<file path="config.mk">
export PLATFORM = sky130hd
export DESIGN_NAME = traffic_light_monitor
export DESIGN_NICKNAME = d
export VERILOG_FILES = /design/src/rtl/traffic_pkg.sv /design/src/rtl/phase_dwell_timer.sv /design/src/rtl/traffic_light_monitor.sv
export SDC_FILE = /design/constraint.sdc
export NUM_CORES = 1
export LEC_CHECK = 0
export BUFFER_PORTS_ARGS = -buffer_cell sky130_fd_sc_hd__buf_2
export CELL_PAD_IN_SITES_DETAIL_PLACEMENT = 0
export CELL_PAD_IN_SITES_GLOBAL_PLACEMENT = 1
export CORE_MARGIN = 1.5
export CORE_UTILIZATION = 38
export CTS_CLUSTER_SIZE = 25
export DETAILED_ROUTE_END_ITERATION = 16
export GPL_TIMING_DRIVEN = 0
export PLACE_DENSITY = 0.7
export SYNTH_ARGS = -nofsm -noshare
export SYNTH_HDL_FRONTEND = slang
export SYNTH_SLANG_ARGS = --single-unit
export TNS_END_PERCENT = 10
</file>
<file path="constraint.sdc">
create_clock -name clk -period 2 [get_ports clk]
set_input_delay 0.4 -clock clk [delete_from_list [all_inputs] [get_ports clk]]
set_output_delay 0.4 -clock clk [all_outputs]
set_load 0.05 [all_outputs]
</file>
<file path="src/rtl/traffic_pkg.sv">
// Shared light/fault encodings and sequence order for the traffic light sequencer and monitor.
package traffic_pkg;

  localparam logic [2:0] GREEN       = 3'b000;
  localparam logic [2:0] FLASH_GREEN = 3'b001;
  localparam logic [2:0] YELLOW      = 3'b011;
  localparam logic [2:0] RED         = 3'b010;

  localparam logic [1:0] FAULT_NONE          = 2'b00;
  localparam logic [1:0] FAULT_ILLEGAL_TRANS = 2'b01;
  localparam logic [1:0] FAULT_DWELL         = 2'b10;
  localparam logic [1:0] FAULT_ILLEGAL_CODE  = 2'b11;

  typedef enum logic [1:0] {
    StSync   = 2'b00,
    StLocked = 2'b01,
    StFault  = 2'b10
  } mon_state_e;

  // Legal successor in the green -> flash_green -> yellow -> red -> green loop.
  function automatic logic [2:0] next_light(input logic [2:0] code);
    logic [2:0] nxt;
    case (code)
      GREEN:       nxt = FLASH_GREEN;
      FLASH_GREEN: nxt = YELLOW;
      YELLOW:      nxt = RED;
      RED:         nxt = GREEN;
      default:     nxt = RED;
    endcase
    return nxt;
  endfunction

endpackage

</file>
<file path="src/rtl/phase_dwell_timer.sv">
// Saturating per-phase dwell counter with min/max hold comparisons.
module phase_dwell_timer #(
  parameter int unsigned MIN_DWELL = 1,
  parameter int unsigned MAX_DWELL = 8,
  localparam int unsigned W = $clog2(MAX_DWELL + 2)
) (
  input  logic clk,
  input  logic rst,
  input  logic load_i,
  input  logic inc_i,
  input  logic clr_i,
  output logic too_short_o,
  output logic too_long_o
);

  logic [W-1:0] dwell_q;

  always_ff @(posedge clk or posedge rst) begin
    if (rst) begin
      dwell_q <= '0;
    end else if (clr_i) begin
      dwell_q <= '0;
    end else if (load_i) begin
      dwell_q <= W'(1);
    end else if (inc_i && (dwell_q < W'(MAX_DWELL + 1))) begin
      dwell_q <= dwell_q + W'(1);
    end
  end

  assign too_short_o = dwell_q < W'(MIN_DWELL);
  // One more hold would push the count past the limit.
  assign too_long_o  = dwell_q >= W'(MAX_DWELL);

endmodule

</file>
<file path="src/rtl/traffic_light_monitor.sv">
// Checks the received light sequence, decodes driver qualifiers and latches a fail-safe fault.
module traffic_light_monitor
  import traffic_pkg::*;
#(
  parameter int unsigned MIN_DWELL = 1,
  parameter int unsigned MAX_DWELL = 8,
  parameter int unsigned CNT_W     = 8
) (
  input  logic             clk,
  input  logic             rst,
  input  logic [2:0]       light,
  input  logic             clr_fault,
  output logic             locked,
  output logic [1:0]       phase,
  output logic             go,
  output logic             caution,
  output logic             stop,
  output logic             fault,
  output logic [1:0]       fault_code,
  output logic [CNT_W-1:0] cycles
);

  mon_state_e       state_q, state_d;
  logic [1:0]       phase_d, code_d;
  logic [CNT_W-1:0] cycles_d;
  logic             dw_load, dw_inc, dw_clr, too_short, too_long;
  logic             locked_d;

  phase_dwell_timer #(
    .MIN_DWELL(MIN_DWELL),
    .MAX_DWELL(MAX_DWELL)
  ) u_dwell (
    .clk        (clk),
    .rst        (rst),
    .load_i     (dw_load),
    .inc_i      (dw_inc),
    .clr_i      (dw_clr),
    .too_short_o(too_short),
    .too_long_o (too_long)
  );

  always_comb begin
    state_d  = state_q;
    phase_d  = phase;
    code_d   = fault_code;
    cycles_d = cycles;
    dw_load  = 1'b0;
    dw_inc   = 1'b0;
    dw_clr   = 1'b0;
    unique case (state_q)
      StSync: begin
        if (light[2]) begin
          state_d = StFault;
          code_d  = FAULT_ILLEGAL_CODE;
        end else if (light == RED) begin
          state_d = StLocked;
          phase_d = RED[1:0];
          dw_load = 1'b1;
        end
      end
      StLocked: begin
        if (light[2]) begin
          state_d = StFault;
          code_d  = FAULT_ILLEGAL_CODE;
        end else if (light[1:0] == phase) begin
          dw_inc = 1'b1;
          if (too_long) begin
            state_d = StFault;
            code_d  = FAULT_DWELL;
          end
        end else if (light == next_light({1'b0, phase})) begin
          if (too_short) begin
            state_d = StFault;
            code_d  = FAULT_DWELL;
          end else begin
            phase_d = light[1:0];
            dw_load = 1'b1;
            if ((phase == RED[1:0]) && (cycles != '1)) begin
              cycles_d = cycles + CNT_W'(1);
            end
          end
        end else begin
          state_d = StFault;
          code_d  = FAULT_ILLEGAL_TRANS;
        end
      end
      StFault: begin
        // Clear wins over whatever light arrives alongside it.
        if (clr_fault) begin
          state_d = StSync;
          code_d  = FAULT_NONE;
          dw_clr  = 1'b1;
        end
      end
      default: state_d = StSync;
    endcase
    locked_d = (state_d == StLocked);
  end

  always_ff @(posedge clk or posedge rst) begin
    if (rst) begin
      state_q    <= StSync;
      phase      <= RED[1:0];
      fault_code <= FAULT_NONE;
      cycles     <= '0;
      locked     <= 1'b0;
      go         <= 1'b0;
      caution    <= 1'b0;
      stop       <= 1'b1;
      fault      <= 1'b0;
    end else begin
      state_q    <= state_d;
      phase      <= phase_d;
      fault_code <= code_d;
      cycles     <= cycles_d;
      locked     <= locked_d;
      go         <= locked_d && ((phase_d == GREEN[1:0]) || (phase_d == FLASH_GREEN[1:0]));
      caution    <= locked_d && (phase_d == YELLOW[1:0]);
      stop       <= !locked_d || (phase_d == RED[1:0]);
      fault      <= (state_d == StFault);
    end
  end

endmodule

</file>
==> results.cfg <==
[status]
status = finished, final reports clean

[synth]
synth_nets = 138
synth-seq-area-share = 0.4330
synthArstFlopShare = 1.000
synth_top_area_frac = 0.3936
yosys.cell_types.count = 47
synthesis.instances = 129
ys_ff_latch = 23
yosys_most_used_dff = dfrtp_1
yosys_warnings = 0
synthTopCellsByCount = dfrtp_1, nand2_1, inv_1
yosysTopAreaCell = dfrtp_1
synth.avg_cell_area_um2 = 10.35
synth.most_common_cell = dfrtp_1
synth_area_leaders = dfrtp_1, dfstp_2, xor2_1, xnor2_1, ha_1
synth_edf_count = 0
netlist_area_um2 = 1335

[drt]
drtIter0Drc = 34
vias = 1091
route.detailed.drc = 0
wl_per_cell_um = 14.26
ant_nets = 0
wl_um = 2881
avgViaCountPerCell = 5.401
firstDrtPassIters = 4

[power]
vdd_ir_drop_max_v = 0.0003044
pwr_density_cell_nw_per_um2 = 651.7
total_power_mw = 1.036
leakagePower_nw = 0.7283

[place]
gp_congestion = 0.7748
numPortBuffers = 21
hpwl_um = 2093
placed_area_um2 = 1524

[flow_run]
maxCapViolations = 0

[clock_tree]
tritoncts = done
hold_buffers = 0
cts_buffers = 3
clock-sinks = 23
clockBufferDepth = 2
cts_root_buffer = clkbuf_4
clk_latency_ns = 0.33
cts_htree_levels = 1
clk_pin_slew_worst_paths_ns = 0.13

[global_routing]
grt_pass1_vias = 1038
grt_max_degree = 24
antenna_found_initial = 0
overflow = 0
grt_use_total = 0.1564
grt_pass1_wl_um = 4788

[worst_setup_path]
cpMaxStageDelayCell = dfstp_2
cp_cell_sequence = buf_6 > xor2_4 > nand4_4 > nor4_4 > mux2_2
critical_path.max_fanout = 9
crit_required_ns = 2.23
worstPathArrival_ns = 2.16
worstSetupStartpointType = register
criticalPathCategory = reg -> reg
max_stage_delay_ns = 0.57
cp-end-kind = register

[floorplan]
dieArea_um2 = 3878
fp.dieH_um = 62.27
rows = 21
start_util = 0.3969
die_w_um = 62.27
io_pins = 23
core-area_um2 = 3363

[timing]
drv_slew = 0
fin_skew_ns = 0.001678
fin_crit_sh = 0.9656
finalHoldViolCount = 0
fmax_ghz = 0.5178
relSlewSlack = 0.4149
finalCriticalPeriod_ns = 1.931
rsz0062_at_grt = yes
setup_viol = 0
tightestPinTransition_ns = 0.8766

[hold_path]
hp-class = in -> async

[layout]
nets = 166
diodes = 0
utilization = 0.4725
drive_gt1_frac = 0.3397
fin_area_um2 = 1589
area_growth_pct = 19.03
sequential cells by signal, indices dropped and copies added, names as in the netlist:
name             cells
cycles               8
u_dwell.dwell_q      4
fault_code           2
phase                2
state_q              2
caution              1
fault                1
go                   1
locked               1
stop                 1
what timing repair did:
item                       in CTS  in global routing
setup endpoints to repair       5                  7
gates resized for setup         0                  7
setup buffers                   0                  3
worst paths after layout:
path | from | to | slack, ns | depth (start not counted)
setup / recovery | phase[1] | cycles[1] | 0.07 | 5
hold / removal | rst | cycles[5] | 0.23 | 2
setup reg to reg | phase[1] | cycles[1] | 0.07 | 5
hold reg to reg | cycles[7] | cycles[7] | 0.52 | 1
max in group asynchronous | rst | phase[0] | 1.18 | 2
min in group clk | clr_fault | state_q[1] | 0.36 | 4
routing by layer:
| metal | GRT usage | share of wire |
|---|---|---|
| met5 | 0 | 0 |
| met4 | 0.06667 | 0.018 |
| met1 | 0.1981 | 0.44 |
| met3 | 0.01630 | 0.028 |
| met2 | 0.2717 | 0.52 |
critical path: cells and delay by family (launching register included):
family        cells  cell delay (ns)
xor+xnor          1             0.24
buf+inv           1             0.14
flops             1             0.57
mux               1             0.36
simple gates      2             0.53
where the power goes:
group | switching [mW] | internal [mW] | total (mW)
clock | 0.153 | 0.0752 | 0.228
combinational | 0.196 | 0.0967 | 0.293
sequential | 0.0168 | 0.498 | 0.515
area by class of cell:
| class | count | area [um2] |
|---|---|---|
| sequential | 23 | 580.6 |
| fill | 353 | 1774 |
| buffer | 5 | 33.78 |
| timing repair buffer | 24 | 127.6 |
| clock buffer | 3 | 22.52 |
| tap | 46 | 57.56 |
| clock inverter | 1 | 5.005 |
| multi-input combinational | 92 | 732.0 |
| inverter | 8 | 30.03 |
cell usage in the layout (no fill, tap or decap), types with 5 or more instances in the layout:
| cell type | netlist | routed |
|---|---|---|
| dfrtp_1 | 21 | 19 |
| inv_1 | 8 | 7 |
| nand3_1 | 6 | 6 |
| nor2_1 | 5 | 5 |
| buf_2 | 4 | 24 |
| xor2_1 | 6 | 6 |
| o21ai_0 | 6 | 5 |
| nand2_1 | 9 | 9 |
| nand4_1 | 5 | 5 |
metrics by stage:
step / worst slack, ns / cells / hold WS, ns / setup TNS, ns
5_1_grt: -0.04115 / 202 / 0.3197 / -0.06056
4_1_cts: 0.002912 / 199 / 0.2644 / 0
2_1_floorplan: 0.01434 / 129 / 0.4004 / 0
3_3_place_gp: -0.05049 / 196 / 0.4912 / -0.07454
3_5_place_dp: -0.04160 / 196 / 0.5013 / -0.06323
6_report: 0.06887 / 202 / 0.2322 / 0
logic make-up after synthesis:
kind of cell / count (synthesis) / share of synthesized area
xor gates and xnor gates: 12 / 0.08435
and+or+nand+nor: 50 / 0.2474
buffers and inverters: 14 / 0.04592
AOI/OAI and AO/OA: 26 / 0.1528
adders and majority gates: 3 / 0.02812
DFF: 23 / 0.4330
muxes: 1 / 0.008434
(Power assumes the default switching activity.)
